$ cat src/rtl/load_store_unit_pkg.sv
// Shared definitions for the load/store unit: RV32I size codes, FSM states
// and the request legality check used at accept time.
package load_store_unit_pkg;

  localparam logic [2:0] F3_B  = 3'b000;
  localparam logic [2:0] F3_H  = 3'b001;
  localparam logic [2:0] F3_W  = 3'b010;
  localparam logic [2:0] F3_BU = 3'b100;
  localparam logic [2:0] F3_HU = 3'b101;

  typedef enum logic [2:0] {
    ST_IDLE,
    ST_RD,
    ST_WAIT,
    ST_WR,
    ST_RESP
  } lsu_state_e;

  // Misaligned halves/words, reserved size codes and unsigned stores are rejected.
  function automatic logic req_illegal(input logic       we,
                                       input logic [2:0] funct3,
                                       input logic [1:0] offset);
    logic bad;
    case (funct3)
      F3_B:    bad = 1'b0;
      F3_BU:   bad = we;
      F3_H:    bad = offset[0];
      F3_HU:   bad = we | offset[0];
      F3_W:    bad = (offset != 2'b00);
      default: bad = 1'b1;
    endcase
    return bad;
  endfunction

endpackage

$ cat src/rtl/load_store_unit_if.sv
// Core-side request/response and data-memory bus of the load/store unit.
// master = core plus memory environment, slave = the load/store unit.
interface load_store_unit_if;

  logic        req_valid;
  logic        req_ready;
  logic        req_we;
  logic [2:0]  req_funct3;
  logic [31:0] req_addr;
  logic [31:0] req_wdata;

  logic        resp_valid;
  logic [31:0] resp_rdata;
  logic        resp_err;

  logic [31:0] mem_addr;
  logic [31:0] mem_wdata;
  logic        mem_write;
  logic        mem_read;
  logic [31:0] mem_rdata;

  modport master (
    output req_valid, req_we, req_funct3, req_addr, req_wdata, mem_rdata,
    input  req_ready, resp_valid, resp_rdata, resp_err,
           mem_addr, mem_wdata, mem_write, mem_read
  );

  modport slave (
    input  req_valid, req_we, req_funct3, req_addr, req_wdata, mem_rdata,
    output req_ready, resp_valid, resp_rdata, resp_err,
           mem_addr, mem_wdata, mem_write, mem_read
  );

endinterface

$ cat src/rtl/load_store_unit_lane_align.sv
// Byte/half lane extraction with sign or zero extension for loads, and
// read-modify-write merge of a byte/half into a memory word for stores.
module lsu_lane_align
  import load_store_unit_pkg::*;
(
  input  logic [2:0]  funct3_i,
  input  logic [1:0]  offset_i,
  input  logic [31:0] rdata_i,
  input  logic [31:0] wdata_i,
  output logic [31:0] load_data_o,
  output logic [31:0] merged_o
);

  logic [7:0]  byte_sel;
  logic [15:0] half_sel;
  logic [31:0] merged;

  always_comb begin
    byte_sel = rdata_i[{offset_i, 3'b000} +: 8];
    half_sel = offset_i[1] ? rdata_i[31:16] : rdata_i[15:0];
    case (funct3_i)
      F3_B:    load_data_o = {{24{byte_sel[7]}}, byte_sel};
      F3_BU:   load_data_o = {24'h000000, byte_sel};
      F3_H:    load_data_o = {{16{half_sel[15]}}, half_sel};
      F3_HU:   load_data_o = {16'h0000, half_sel};
      default: load_data_o = rdata_i;
    endcase
  end

  // Only the addressed lane is replaced; the rest of the fetched word survives.
  always_comb begin
    merged = rdata_i;
    case (funct3_i)
      F3_B, F3_BU: merged[{offset_i, 3'b000} +: 8]     = wdata_i[7:0];
      F3_H, F3_HU: merged[{offset_i[1], 4'b0000} +: 16] = wdata_i[15:0];
      default:     merged = wdata_i;
    endcase
    merged_o = merged;
  end

endmodule

$ cat src/rtl/load_store_unit.sv
// Single-outstanding load/store unit between the core and a registered-read
// word memory; sub-word stores are done as read-modify-write.
module load_store_unit
  import load_store_unit_pkg::*;
(
  input  logic              clk,
  input  logic              rst,
  load_store_unit_if.slave  bus
);

  lsu_state_e  state_q;
  logic        we_q;
  logic [2:0]  funct3_q;
  logic [31:0] addr_q;
  logic [31:0] wdata_q;
  logic [31:0] rdata_q;
  logic        valid_q;
  logic        err_q;

  logic        accept;
  logic        req_err;
  logic [31:0] load_data_d;
  logic [31:0] merged_d;

  assign accept  = bus.req_valid && (state_q == ST_IDLE);
  assign req_err = req_illegal(bus.req_we, bus.req_funct3, bus.req_addr[1:0]);

  lsu_lane_align u_lane_align (
    .funct3_i    (funct3_q),
    .offset_i    (addr_q[1:0]),
    .rdata_i     (bus.mem_rdata),
    .wdata_i     (wdata_q),
    .load_data_o (load_data_d),
    .merged_o    (merged_d)
  );

  always_ff @(posedge clk) begin
    if (rst) begin
      state_q  <= ST_IDLE;
      we_q     <= 1'b0;
      funct3_q <= 3'b000;
      addr_q   <= 32'h0;
      wdata_q  <= 32'h0;
      rdata_q  <= 32'h0;
      valid_q  <= 1'b0;
      err_q    <= 1'b0;
    end else begin
      valid_q <= 1'b0;
      case (state_q)
        ST_IDLE: begin
          if (accept) begin
            we_q     <= bus.req_we;
            funct3_q <= bus.req_funct3;
            addr_q   <= bus.req_addr;
            wdata_q  <= bus.req_wdata;
            err_q    <= req_err;
            if (req_err) begin
              rdata_q <= 32'h0;
              valid_q <= 1'b1;
              state_q <= ST_RESP;
            end else if (!bus.req_we) begin
              state_q <= ST_RD;
            end else if (bus.req_funct3 == F3_W) begin
              state_q <= ST_WR;
            end else begin
              state_q <= ST_RD;
            end
          end
        end
        ST_RD: state_q <= ST_WAIT;
        // Memory word is on mem_rdata here: finish a load or build the RMW word.
        ST_WAIT: begin
          if (we_q) begin
            wdata_q <= merged_d;
            state_q <= ST_WR;
          end else begin
            rdata_q <= load_data_d;
            valid_q <= 1'b1;
            state_q <= ST_RESP;
          end
        end
        ST_WR: begin
          valid_q <= 1'b1;
          state_q <= ST_RESP;
        end
        ST_RESP: state_q <= ST_IDLE;
        default: state_q <= ST_IDLE;
      endcase
    end
  end

  assign bus.req_ready  = (state_q == ST_IDLE);
  assign bus.resp_valid = valid_q;
  assign bus.resp_err   = err_q;
  assign bus.resp_rdata = rdata_q;
  assign bus.mem_addr   = {addr_q[31:2], 2'b00};
  assign bus.mem_wdata  = wdata_q;

  // Gated by rst directly so a reset landing mid-access suppresses it at once.
  assign bus.mem_read  = (state_q == ST_RD) && !rst;
  assign bus.mem_write = (state_q == ST_WR) && !rst;

endmodule

$ cat src/flat_wrapper.sv
// flat-port wrapper written by rule: the top's interface ports become plain ports
module load_store_unit_flat import load_store_unit_pkg::*;
  (clk, rst, bus_req_valid, bus_req_we, bus_req_funct3, bus_req_addr, bus_req_wdata, bus_mem_rdata, bus_req_ready, bus_resp_valid, bus_resp_rdata, bus_resp_err, bus_mem_addr, bus_mem_wdata, bus_mem_write, bus_mem_read);
  load_store_unit_if bus_i ();
  input  logic clk;
  input  logic rst;
  input wire logic [$bits(bus_i.req_valid)-1:0] bus_req_valid;
  input wire logic [$bits(bus_i.req_we)-1:0] bus_req_we;
  input wire logic [$bits(bus_i.req_funct3)-1:0] bus_req_funct3;
  input wire logic [$bits(bus_i.req_addr)-1:0] bus_req_addr;
  input wire logic [$bits(bus_i.req_wdata)-1:0] bus_req_wdata;
  input wire logic [$bits(bus_i.mem_rdata)-1:0] bus_mem_rdata;
  output wire logic [$bits(bus_i.req_ready)-1:0] bus_req_ready;
  output wire logic [$bits(bus_i.resp_valid)-1:0] bus_resp_valid;
  output wire logic [$bits(bus_i.resp_rdata)-1:0] bus_resp_rdata;
  output wire logic [$bits(bus_i.resp_err)-1:0] bus_resp_err;
  output wire logic [$bits(bus_i.mem_addr)-1:0] bus_mem_addr;
  output wire logic [$bits(bus_i.mem_wdata)-1:0] bus_mem_wdata;
  output wire logic [$bits(bus_i.mem_write)-1:0] bus_mem_write;
  output wire logic [$bits(bus_i.mem_read)-1:0] bus_mem_read;
  assign bus_i.req_valid = bus_req_valid;
  assign bus_i.req_we = bus_req_we;
  assign bus_i.req_funct3 = bus_req_funct3;
  assign bus_i.req_addr = bus_req_addr;
  assign bus_i.req_wdata = bus_req_wdata;
  assign bus_i.mem_rdata = bus_mem_rdata;
  assign bus_req_ready = bus_i.req_ready;
  assign bus_resp_valid = bus_i.resp_valid;
  assign bus_resp_rdata = bus_i.resp_rdata;
  assign bus_resp_err = bus_i.resp_err;
  assign bus_mem_addr = bus_i.mem_addr;
  assign bus_mem_wdata = bus_i.mem_wdata;
  assign bus_mem_write = bus_i.mem_write;
  assign bus_mem_read = bus_i.mem_read;
  load_store_unit u_core (.clk(clk), .rst(rst), .bus(bus_i));
endmodule
$ cat config.mk
export PLATFORM = sky130hd
export DESIGN_NAME = load_store_unit_flat
export DESIGN_NICKNAME = d
export VERILOG_FILES = /design/src/rtl/load_store_unit_pkg.sv /design/src/rtl/load_store_unit_if.sv /design/src/rtl/load_store_unit_lane_align.sv /design/src/rtl/load_store_unit.sv /design/src/flat_wrapper.sv
export SDC_FILE = /design/constraint.sdc
export NUM_CORES = 1
export LEC_CHECK = 0
export BUFFER_PORTS_ARGS = -buffer_cell sky130_fd_sc_hd__buf_4
export CORE_MARGIN = 1
export CORE_UTILIZATION = 50
export DETAILED_ROUTE_END_ITERATION = 8
export PLACE_DENSITY_LB_ADDON = 0.12
export SLEW_MARGIN = 15
export SYNTH_ARGS = -nofsm -noshare
export SYNTH_HDL_FRONTEND = slang
export SYNTH_HIERARCHICAL = 1
export SYNTH_SLANG_ARGS = --single-unit
$ cat constraint.sdc
create_clock -name clk -period 3.45 [get_ports clk]
set_input_delay 0 -clock clk [delete_from_list [all_inputs] [get_ports clk]]
set_output_delay 0 -clock clk [all_outputs]
set_load 0.05 [all_outputs]
==> results of run 1 <==
==> state kept, by name, summed over array words and instances (netlist names) <==
register	cells
u_core/addr_q	32
u_core/bus.mem_wdata	32
u_core/bus.resp_rdata	32
u_core/funct3_q	3
u_core/state_q	3
u_core/bus.resp_err	1
u_core/bus.resp_valid	1
u_core/we_q	1
==> kinds of logic (layout without fill, tap and decap cells) <==
logic type,count (synthesis),count (layout),synth area share (%)
fa+ha+maj,5,5,0.926
other cells,1,2,0.0555
simple gates,236,236,17.6
mux,30,30,4.65
compound gates,301,301,34.9
buf+inv,121,300,10.7
flops,105,105,31.1
==> synthesized netlist by cell type, drive strengths merged (2+ instances only) <==
master and count:
nand2 163, buf 72, o2bb2ai 3, a21oi 85, or4b 2, ha 5
o221ai 3, or2 2, a221o 24, nor4b 3, a211o 2, nor2 9
nor2b 5, a21o 6, and4b 2, nand3b 33, mux2i 25, dfxtp 105
a221oi 2, a32o 2, nand2b 3, o22ai 32, nor3 2, clkbuf 44
nand4b 2, a311oi 32, o21ai 22, a22o 24, a22oi 36, mux2 5
nor4bb 2, inv 5, o21a 8, nor3b 3, a211oi 16
==> final timing paths <==
kind	to	startpoint	slack [ns]
worst min register to register	u_core/addr_q[20]	u_core/addr_q[20]	0.46
worst min-delay path	u_core/bus.mem_wdata[14]	bus_req_wdata[14]	0.02
worst max-delay path	u_core/bus.mem_wdata[29]	u_core/addr_q[1]	0.73
worst max register to register	u_core/bus.mem_wdata[29]	u_core/addr_q[1]	0.73
==> power by group through the flow <==
| stage | clock network (mW) | registers (mW) | logic (mW) |
|---|---|---|---|
| 2_1_floorplan | 0 | 1.59 | 0.807 |
| 3_5_place_dp | 0 | 1.46 | 1.27 |
| 3_3_place_gp | 0 | 1.45 | 1.25 |
| 5_1_grt | 1.05 | 1.45 | 1.43 |
| 4_1_cts | 1.00 | 1.43 | 1.34 |
| 6_report | 0.988 | 1.43 | 1.35 |
==> critical path, stage by stage, from the launching register on <==
cell and delay, ns:
dfxtp_2 0.80, inv_1 0.27, ha_1 0.39, nor4bb_1 0.31, buf_4 0.22, a221o_1 0.16
a22o_1 0.14, nand2_1 0.07, a311oi_2 0.25
==> per-layer routing <==
metal | up-vias | routed length (microns) | track usage [%]
met5 | - | 0 | 0
met4 | 0 | 755 | 14.0
met3 | 51 | 1560 | 4.78
met2 | 309 | 10200 | 49.6
met1 | 3341 | 9460 | 39.7
li1 | 3287 | - | -
==> through the flow <==
stage	hold WS, ns	worst slack, ns
after floorplan	0.136	1.09
after global placement	0.247	0.851
after detailed placement	0.262	0.764
after CTS	0.0112	0.709
after global routing	0.0255	0.550
final	0.0230	0.733
==> final cells by class <==
type / instances / share of cell area [%]
timing repair buffer: 280 / 25.8
sequential: 105 / 23.8
multi-input combinational: 574 / 44.6
clock buffer: 11 / 2.86
clock inverter: 4 / 0.311
inverter: 5 / 0.212
tap: 176 / 2.49
==> timing repair <==
item                                   in CTS  in global routing
endpoints found under the hold margin      67                  0
hold buffers                               66                  0
gates resized for setup                     0                  0
==> key figures, run 1 <==
Floorplanning
  • Row cnt: 42
  • Ports: between 200 and 250
  • Die X: 118 microns
  • Initial core utilization: around half
  • Core area: roughly 13000 sq um
  • Die Area: 14000 sq um
  • Die Y: around 120 microns

Finish
  • Multi-input logic area: 3950 sq um
  • Most frequent cells in the layout: 213 x buf_4, 163 x nand2_1, 103 x dfxtp_1, 85 x a21oi_1, 66 x dlygate4sd3_1
  • Most common cell after layout, fill and taps aside: buf_4
  • ANT cells: 0
  • Reg area: 2100 sq um
  • # fillers: approximately 1100
  • Final instance area: 8850 sq um
  • Final net count: 1083
  • Layout Cells excl Fill: 1155
  • Area delta synth->final: 31.0%
  • Core Util, Final: between 60% and 70%
  • Share of layout cells above drive strength 1: approximately 30%

STA
  • Slew Viols, Final: 0
  • Tcrit/Tclk final: between 70% and 80%
  • Worst slew pin tran: just under 0.9 ns
  • Endpoints failing hold: 0
  • Unrepaired setup endpoints after global routing: false
  • Worst clock skew: approximately 0.0074 ns
  • Finish-stage setup viols: 0
  • Setup TNS: 0 ns
  • Max transition margin: a little over two fifths
  • Fmax: roughly 0.37 GHz
  • Post-layout min period: 2.72 ns

Global routing
  • Initial antenna violation count: 0
  • Wire length of the first global-routing pass: around 34 mm
  • GRT Util Overall: between 30% and 40%
  • Number of global-route vias before repair: about 6600
  • Overflow after GRT: 0
  • Largest net degree at the start of global routing: 92

Logic synthesis
  • Synth top area share: a little over 30%
  • Mapped Cells: between 700 and 800
  • Yosys warnings: 6
  • Cell taking the most area after synthesis: dfxtp_1
  • Post-synth top flop: dfxtp_1
  • EDFF count, synth: 0
  • Cell variety after synth: 61
  • Synthesized area: 6750 sq um
  • Ranking of synthesized cells by area: dfxtp_1 31%, nand2_1 9.1%, a311oi_2 6.7%
  • Yosys reg bits: 105
  • Post-synthesis sequential area ratio: a little under a third
  • Synth async-reset ratio: 0%
  • Syn avg cell area: about 8.5 sq um

Place
  • Post-DP HPWL: about 15 mm
  • Placed inst area: ~8000 sq um
  • Buffers on Ports: between 200 and 250
  • Cell Count Post-Placement: 1074
  • Placer Congestion: ~0.92

Route
  • DRT Pass-1 Iters: 5
  • 1st-iter DRT viols: between 500 and 600
  • Routed Antenna Nets: 0
  • # DRC: 0
  • Via density: roughly 6.1
  • Routed wire length: between 20 and 25 mm
  • Detailed-route via count: between 6000 and 7000
  • Wire per inst: 19.0 microns

Pwr
  • Peak supply drop: about 0.26 mV
  • Power Total: ~3.8 mW
  • Sw Ratio: a little under two fifths
  • Switching power: 1.42 mW
  • Sequential fraction of design power: between 30% and 40%
  • Leak: 3.54 nW
  • Clock share of power: 26.2%
  • Comb pwr share: between 30% and 40%
  • Total internal power: approximately 2.4 mW
  • P per Cell Area: around 430 nW/um^2

Clock tree
  • H-tree depth: 3
  • Worst skew pair latency: about 0.35 ns
  • CTS root buf: clkbuf_16
  • Clock tree from TritonCTS: yes
  • Clk buf depth: 2
  • Num CTS Buffers: 9
  • Post-CTS setup buffers: 0
  • Worst-path clk slew: approximately 0.070 ns
  • CTS sink count: 105

Hold path
  • Hold/Removal Path Class: in -> reg
  • Hold Path Stages: 3

Setup path
  • Worst Reg-to-Reg Cells: 8
  • Critical Path RT: about 3.7 ns
  • Startpoint types: register
  • Worst Path Class, Setup: reg -> reg
  • CP max FO: 29
  • CP endpoint kind: register
  • Crit path DAT: 2.98 ns

Run
  • MaxCap Viol Count: 0

Outcome
  • Outcome: finished, final reports clean
No activity file was read; power rests on OpenSTA's default activity.
==> run 2: changes to the inputs <==
Settings changed: CORE_UTILIZATION 50 to 47.
Clock period 3.45 ns to 2.25 ns, I/O delays scaled along.
==> key figures, run 2 (synthesis results as in run 1) <==
Outcome
  • Outcome: finished, final reports clean

Route
  • 1st-iter DRT viols: about 650
  • Wire per inst: approximately 19 microns
  • Detailed-route via count: a little over 7000
  • Via density: ~6
  • Routed wire length: between 20 and 25 mm
  • Routed Antenna Nets: 0
  • DRT Pass-1 Iters: 5
  • # DRC: 0

Floorplanning
  • Die X: 122 microns
  • Initial core utilization: approximately 48%
  • Die Area: roughly 15000 sq um
  • Core area: 13900 sq um
  • Die Y: ~120 microns
  • Row cnt: 43
  • Ports: 204

Setup path
  • Worst Reg-to-Reg Cells: 8
  • Crit path DAT: 2.02 ns
  • CP Capture Point: bus_req_ready
  • R2R Setup Slk: ~0.25 ns
  • CP max FO: 33
  • Worst Path Class, Setup: reg -> out
  • CP startpoint: u_core/state_q[0]
  • Startpoint types: register
  • Critical Path RT: ~2.3 ns
  • R2r startpoint: u_core/addr_q[0]
  • Reg-to-Reg End: u_core/bus.mem_wdata[27]
  • CP endpoint kind: primary output

STA
  • Tcrit/Tclk final: between 80% and 90%
  • Post-layout min period: 2.02 ns
  • Unrepaired setup endpoints after global routing: false
  • Fmax: about 0.5 GHz
  • Hold_ws: 0.102 ns
  • Worst clock skew: around 0.010 ns
  • Slew Viols, Final: 0
  • Worst slew pin tran: approximately 0.66 ns
  • Finish-stage setup viols: 0
  • Max transition margin: between 50 and 60%
  • Endpoints failing hold: 0
  • Setup TNS: 0 ns

Clock tree
  • Clk buf depth: 2
  • Clock tree from TritonCTS: yes
  • CTS sink count: between 100 and 150
  • H-tree depth: 3
  • Worst-path clk slew: ~0.080 ns
  • Worst skew pair latency: around 0.36 ns
  • CTS root buf: clkbuf_16
  • Num CTS Buffers: 9
  • Post-CTS setup buffers: 0

Place
  • Placer Congestion: around 0.90
  • Buffers on Ports: 201
  • Post-DP HPWL: around 15 mm
  • Cell Count Post-Placement: roughly 1100

Finish
  • Most frequent cells in the layout: 230 x buf_4, 163 x nand2_1, 102 x dfxtp_1, 85 x a21oi_1, 68 x dlygate4sd3_1
  • ANT cells: 0
  • Core Util, Final: between 60% and 70%
  • Final net count: 1103
  • Area delta synth->final: 33.6%
  • Layout Cells excl Fill: 1180
  • Most common cell after layout, fill and taps aside: buf_4
  • Share of layout cells above drive strength 1: 31.2%

Global routing
  • Initial antenna violation count: 0
  • Wire length of the first global-routing pass: ~34 mm
  • Number of global-route vias before repair: between 6000 and 7000
  • Largest net degree at the start of global routing: 66
  • GRT Util Overall: 29.6%
  • Overflow after GRT: 0

Run
  • MaxCap Viol Count: 0

Pwr
  • P per Cell Area: 651 nW/um^2
  • Leak: 3.63 nW
  • Peak supply drop: between 0.3 and 0.4 mV

Hold path
  • Hold/Removal Path Class: in -> reg
==> run 2: what timing repair did <==
item / 4_1_cts / 5_1_grt
hold buffers: 68 / 0
endpoints found under the setup margin: 0 / 2
hold endpoints to repair: 69 / 0
gates resized for setup: 0 / 1
==> run 2: power breakdown <==
part           switching [mW]  internal, mW  total, mW  leakage, nW
Sequential              0.168          2.00       2.17        0.862
Clock                   0.784         0.774       1.56        0.140
Combinational            1.31         0.839       2.15         2.63
Total                    2.26          3.61       5.87         3.63
==> run 2: per-stage QoR <==
step	area [sq um]	total power [mW]	setup WS [ns]
floorplan	6760	3.67	0.0359
global placement	8050	4.20	0.308
detailed placement	8050	4.23	0.207
CTS	9020	5.88	0.196
global route	9020	6.13	0.0884
finish	9020	5.87	0.231
==> run 2: metal layers <==
metal / track usage (%) / vias to the layer above / part of all wire (%)
li1: - / 3334 / -
met1: 36.9 / 3373 / 42
met2: 49.0 / 373 / 47
met3: 4.40 / 61 / 7.3
met4: 15.5 / 0 / 3.7
met5: 0 / - / 0
==> run 2: worst min path at each step <==
| stage | cells after the start | to | from | slack [ns] |
|---|---|---|---|---|
| 2_1_floorplan | 2 | u_core/funct3_q[1] | bus_req_funct3[1] | 0.14 |
| 3_3_place_gp | 3 | u_core/addr_q[19] | bus_req_addr[19] | 0.25 |
| 3_5_place_dp | 3 | u_core/addr_q[19] | bus_req_addr[19] | 0.26 |
| 4_1_cts | 4 | u_core/bus.resp_rdata[2] | bus_mem_rdata[2] | 0.09 |
| 5_1_grt | 4 | u_core/bus.resp_rdata[2] | bus_mem_rdata[2] | 0.14 |
| 6_report | 4 | u_core/bus.resp_rdata[2] | bus_mem_rdata[2] | 0.10 |
==> run 2: worst max-delay path, cell delays in order (launching register included) <==
cell and delay (ns):
dfxtp_1 0.67, or2_2 0.65, nor2_1 0.12, buf_4 0.22
==> run 2: cell type report <==
type | count | area, sq um
fillers | 1183 | 4910
multi-input cells | 574 | 3940
repair buffers | 300 | 2450
flip-flops and latches | 105 | 2110
clock buffers | 9 | 225
well taps | 180 | 225
clock inverters | 7 | 61.3
inverters | 5 | 18.8
==> run 3: changes to the inputs <==
Settings changed: ABC_AREA set to 1, CORE_MARGIN 1 to not set, CORE_UTILIZATION 47 to 50.
Clock period 2.25 ns to 2.5 ns, I/O delays scaled along.
==> key figures, run 3 <==
Outcome
  • Outcome: finished, final reports clean

Global routing
  • Wire length of the first global-routing pass: ~36 mm
  • Overflow after GRT: 0
  • Largest net degree at the start of global routing: 73
  • GRT Util Overall: 33.0%
  • Number of global-route vias before repair: around 7000
  • Initial antenna violation count: 0

Finish
  • Most frequent cells in the layout: 407 x nand2_1, 214 x buf_4, 114 x a21oi_1, 104 x dfxtp_1, 81 x nor2_1
  • # fillers: between 1000 and 1500
  • Core Util, Final: approximately 69%
  • Final instance area: between 8000 and 9000 sq um
  • Most common cell after layout, fill and taps aside: nand2_1
  • Area delta synth->final: 32.7%
  • Multi-input logic area: around 3700 sq um
  • Final net count: 1376
  • Share of layout cells above drive strength 1: between 20 and 25%
  • Layout Cells excl Fill: 1445
  • Reg area: about 2100 sq um
  • ANT cells: 0

STA
  • Fmax: around 0.47 GHz
  • Post-layout min period: ~2.1 ns
  • Worst clock skew: roughly 0.008 ns
  • Tcrit/Tclk final: between 80% and 90%
  • Worst slew pin tran: roughly 0.77 ns
  • Setup WS post-layout: 0.380 ns
  • Finish-stage setup viols: 0
  • Setup TNS: 0 ns
  • Hold_ws: between 0.02 and 0.03 ns
  • Unrepaired setup endpoints after global routing: false
  • Endpoints failing hold: 0
  • Max transition margin: about half
  • Slew Viols, Final: 0

Logic synthesis
  • Yosys warnings: 6
  • Synth top area share: a little under a third
  • Mapped Cells: between 1000 and 1500
  • Synthesized area: between 6000 and 7000 sq um
  • Cell taking the most area after synthesis: dfxtp_1
  • EDFF count, synth: 0
  • Ranking of synthesized cells by area: dfxtp_1 32%, nand2_1 23%, a21oi_1 8.6%
  • Post-synthesis sequential area ratio: 31.6%
  • Post-synth top flop: dfxtp_1
  • Cell variety after synth: 32
  • Synth top cells by count: 407 x nand2_1, 114 x a21oi_1, 105 x dfxtp_1
  • Yosys reg bits: between 100 and 150
  • Count leader, synth: nand2_1
  • Syn avg cell area: 6.21 sq um
  • Synth async-reset ratio: 0%

Clock tree
  • Cts repair resizes: 0
  • Post-CTS setup buffers: 0
  • Worst skew pair latency: around 0.36 ns
  • CTS sink count: 105
  • Worst-path clk slew: around 0.080 ns
  • Clock tree from TritonCTS: yes
  • CTS root buf: clkbuf_16
  • H-tree depth: 3
  • Num CTS Buffers: 9
  • Clk buf depth: 2

Pwr
  • Leak: 4.20 nW
  • Power Total: just under 5 mW
  • Peak supply drop: a little under 0.5 mV
  • P per Cell Area: 561 nW/um^2

Route
  • Via density: 5.34
  • 1st-iter DRT viols: slightly below 900
  • Detailed-route via count: slightly below 8000
  • DRT Pass-1 Iters: 6
  • Routed wire length: ~23 mm
  • Wire per inst: between 15 and 20 microns
  • # DRC: 0
  • Routed Antenna Nets: 0

Floorplanning
  • Row cnt: between 40 and 50
  • Core area: 12800 sq um
  • Die Area: ~14000 sq um
  • Initial core utilization: between 50% and 60%
  • Ports: roughly 200
  • Die Y: between 100 and 150 microns
  • Die X: between 100 and 150 microns

Setup path
  • CP max stage delay: roughly 0.41 ns
  • Crit path DAT: between 2 and 2.5 ns
  • CP max FO: 24
  • Cells along the critical path: nor2_4, inv_2, nor2_1, nand2_2, nand3_2, nand2_1, a21oi_1
  • Worst Path Class, Setup: reg -> reg
  • Buf+Inv Stages, Crit Path: 1
  • Critical Path RT: around 2.8 ns
  • CP max stage cell: dfxtp_1
  • Startpoint types: register
  • CP delay by family, top: simple AND/OR/NAND/NOR gates
  • CP endpoint kind: register

Place
  • Buffers on Ports: between 200 and 250
  • Cell Count Post-Placement: between 1000 and 1500
  • Post-DP HPWL: roughly 15 mm
  • Placed inst area: roughly 7900 sq um
  • Worst Setup Slack post-DPL: ~0.5 ns
  • Placer Congestion: 0.960

Run
  • MaxCap Viol Count: 0

Hold path
  • Hold/Removal Path Class: in -> reg
run 3: cell families (layout without fill, tap and decap cells):
| kind of cell | Yosys count | in the layout | synth area share (%) |
|---|---|---|---|
| compound gates | 221 | 221 | 17.3 |
| fa+ha+maj | 5 | 5 | 0.940 |
| simple gates | 577 | 577 | 37.0 |
| buf+inv | 162 | 363 | 13.0 |
| other cells | 1 | 2 | 0.0564 |
| flops | 105 | 105 | 31.6 |
run 3: where the power goes:
part	total [mW]	switching [mW]	internal [mW]	leakage, nW
sequential	1.88	0.108	1.78	0.861
combinational	1.65	1.09	0.559	3.20
clock	1.42	0.717	0.698	0.141
total	4.95	1.92	3.03	4.20
run 3: per-layer routing:
metal | part of all wire [%] | track usage, % | routed length, microns
met5 | 0 | 0 | 0
met4 | 4.0 | 16.2 | 918
met3 | 8.3 | 6.52 | 1900
met2 | 44 | 50.3 | 10200
met1 | 43 | 44.3 | 9950
run 3: final cells by class:
type                            instances  share of cell area, %
Multi-Input combinational cell        805                   41.8
Timing Repair Buffer                  281                   25.8
Sequential cell                       105                   23.8
Inverter                               66                   2.86
Clock buffer                            9                   2.55
Tap cell                              172                   2.44
Clock inverter                          7                  0.751
run 3: timing repair:
item / 4_1_cts / 5_1_grt
setup endpoints to repair: 0 / 0
hold buffers: 67 / 0
endpoints found under the hold margin: 67 / 0
run 3: final timing paths:
kind	depth (start not counted)	slack, ns	endpoint	startpoint
min reg2reg	2	0.46	u_core/bus.resp_rdata[7]	u_core/bus.resp_rdata[7]
min	5	0.03	u_core/bus.mem_wdata[4]	bus_req_wdata[4]
max reg2reg	7	0.38	u_core/bus.resp_rdata[10]	u_core/funct3_q[0]
max	7	0.38	u_core/bus.resp_rdata[10]	u_core/funct3_q[0]
run 3: worst reg2reg max path, cell delays in order (launching register included):
cell and delay [ns]:
dfxtp_1 0.41, nor2_4 0.32, inv_2 0.27, nor2_1 0.20
nand2_2 0.39, nand3_2 0.16, nand2_1 0.07, a21oi_1 0.21
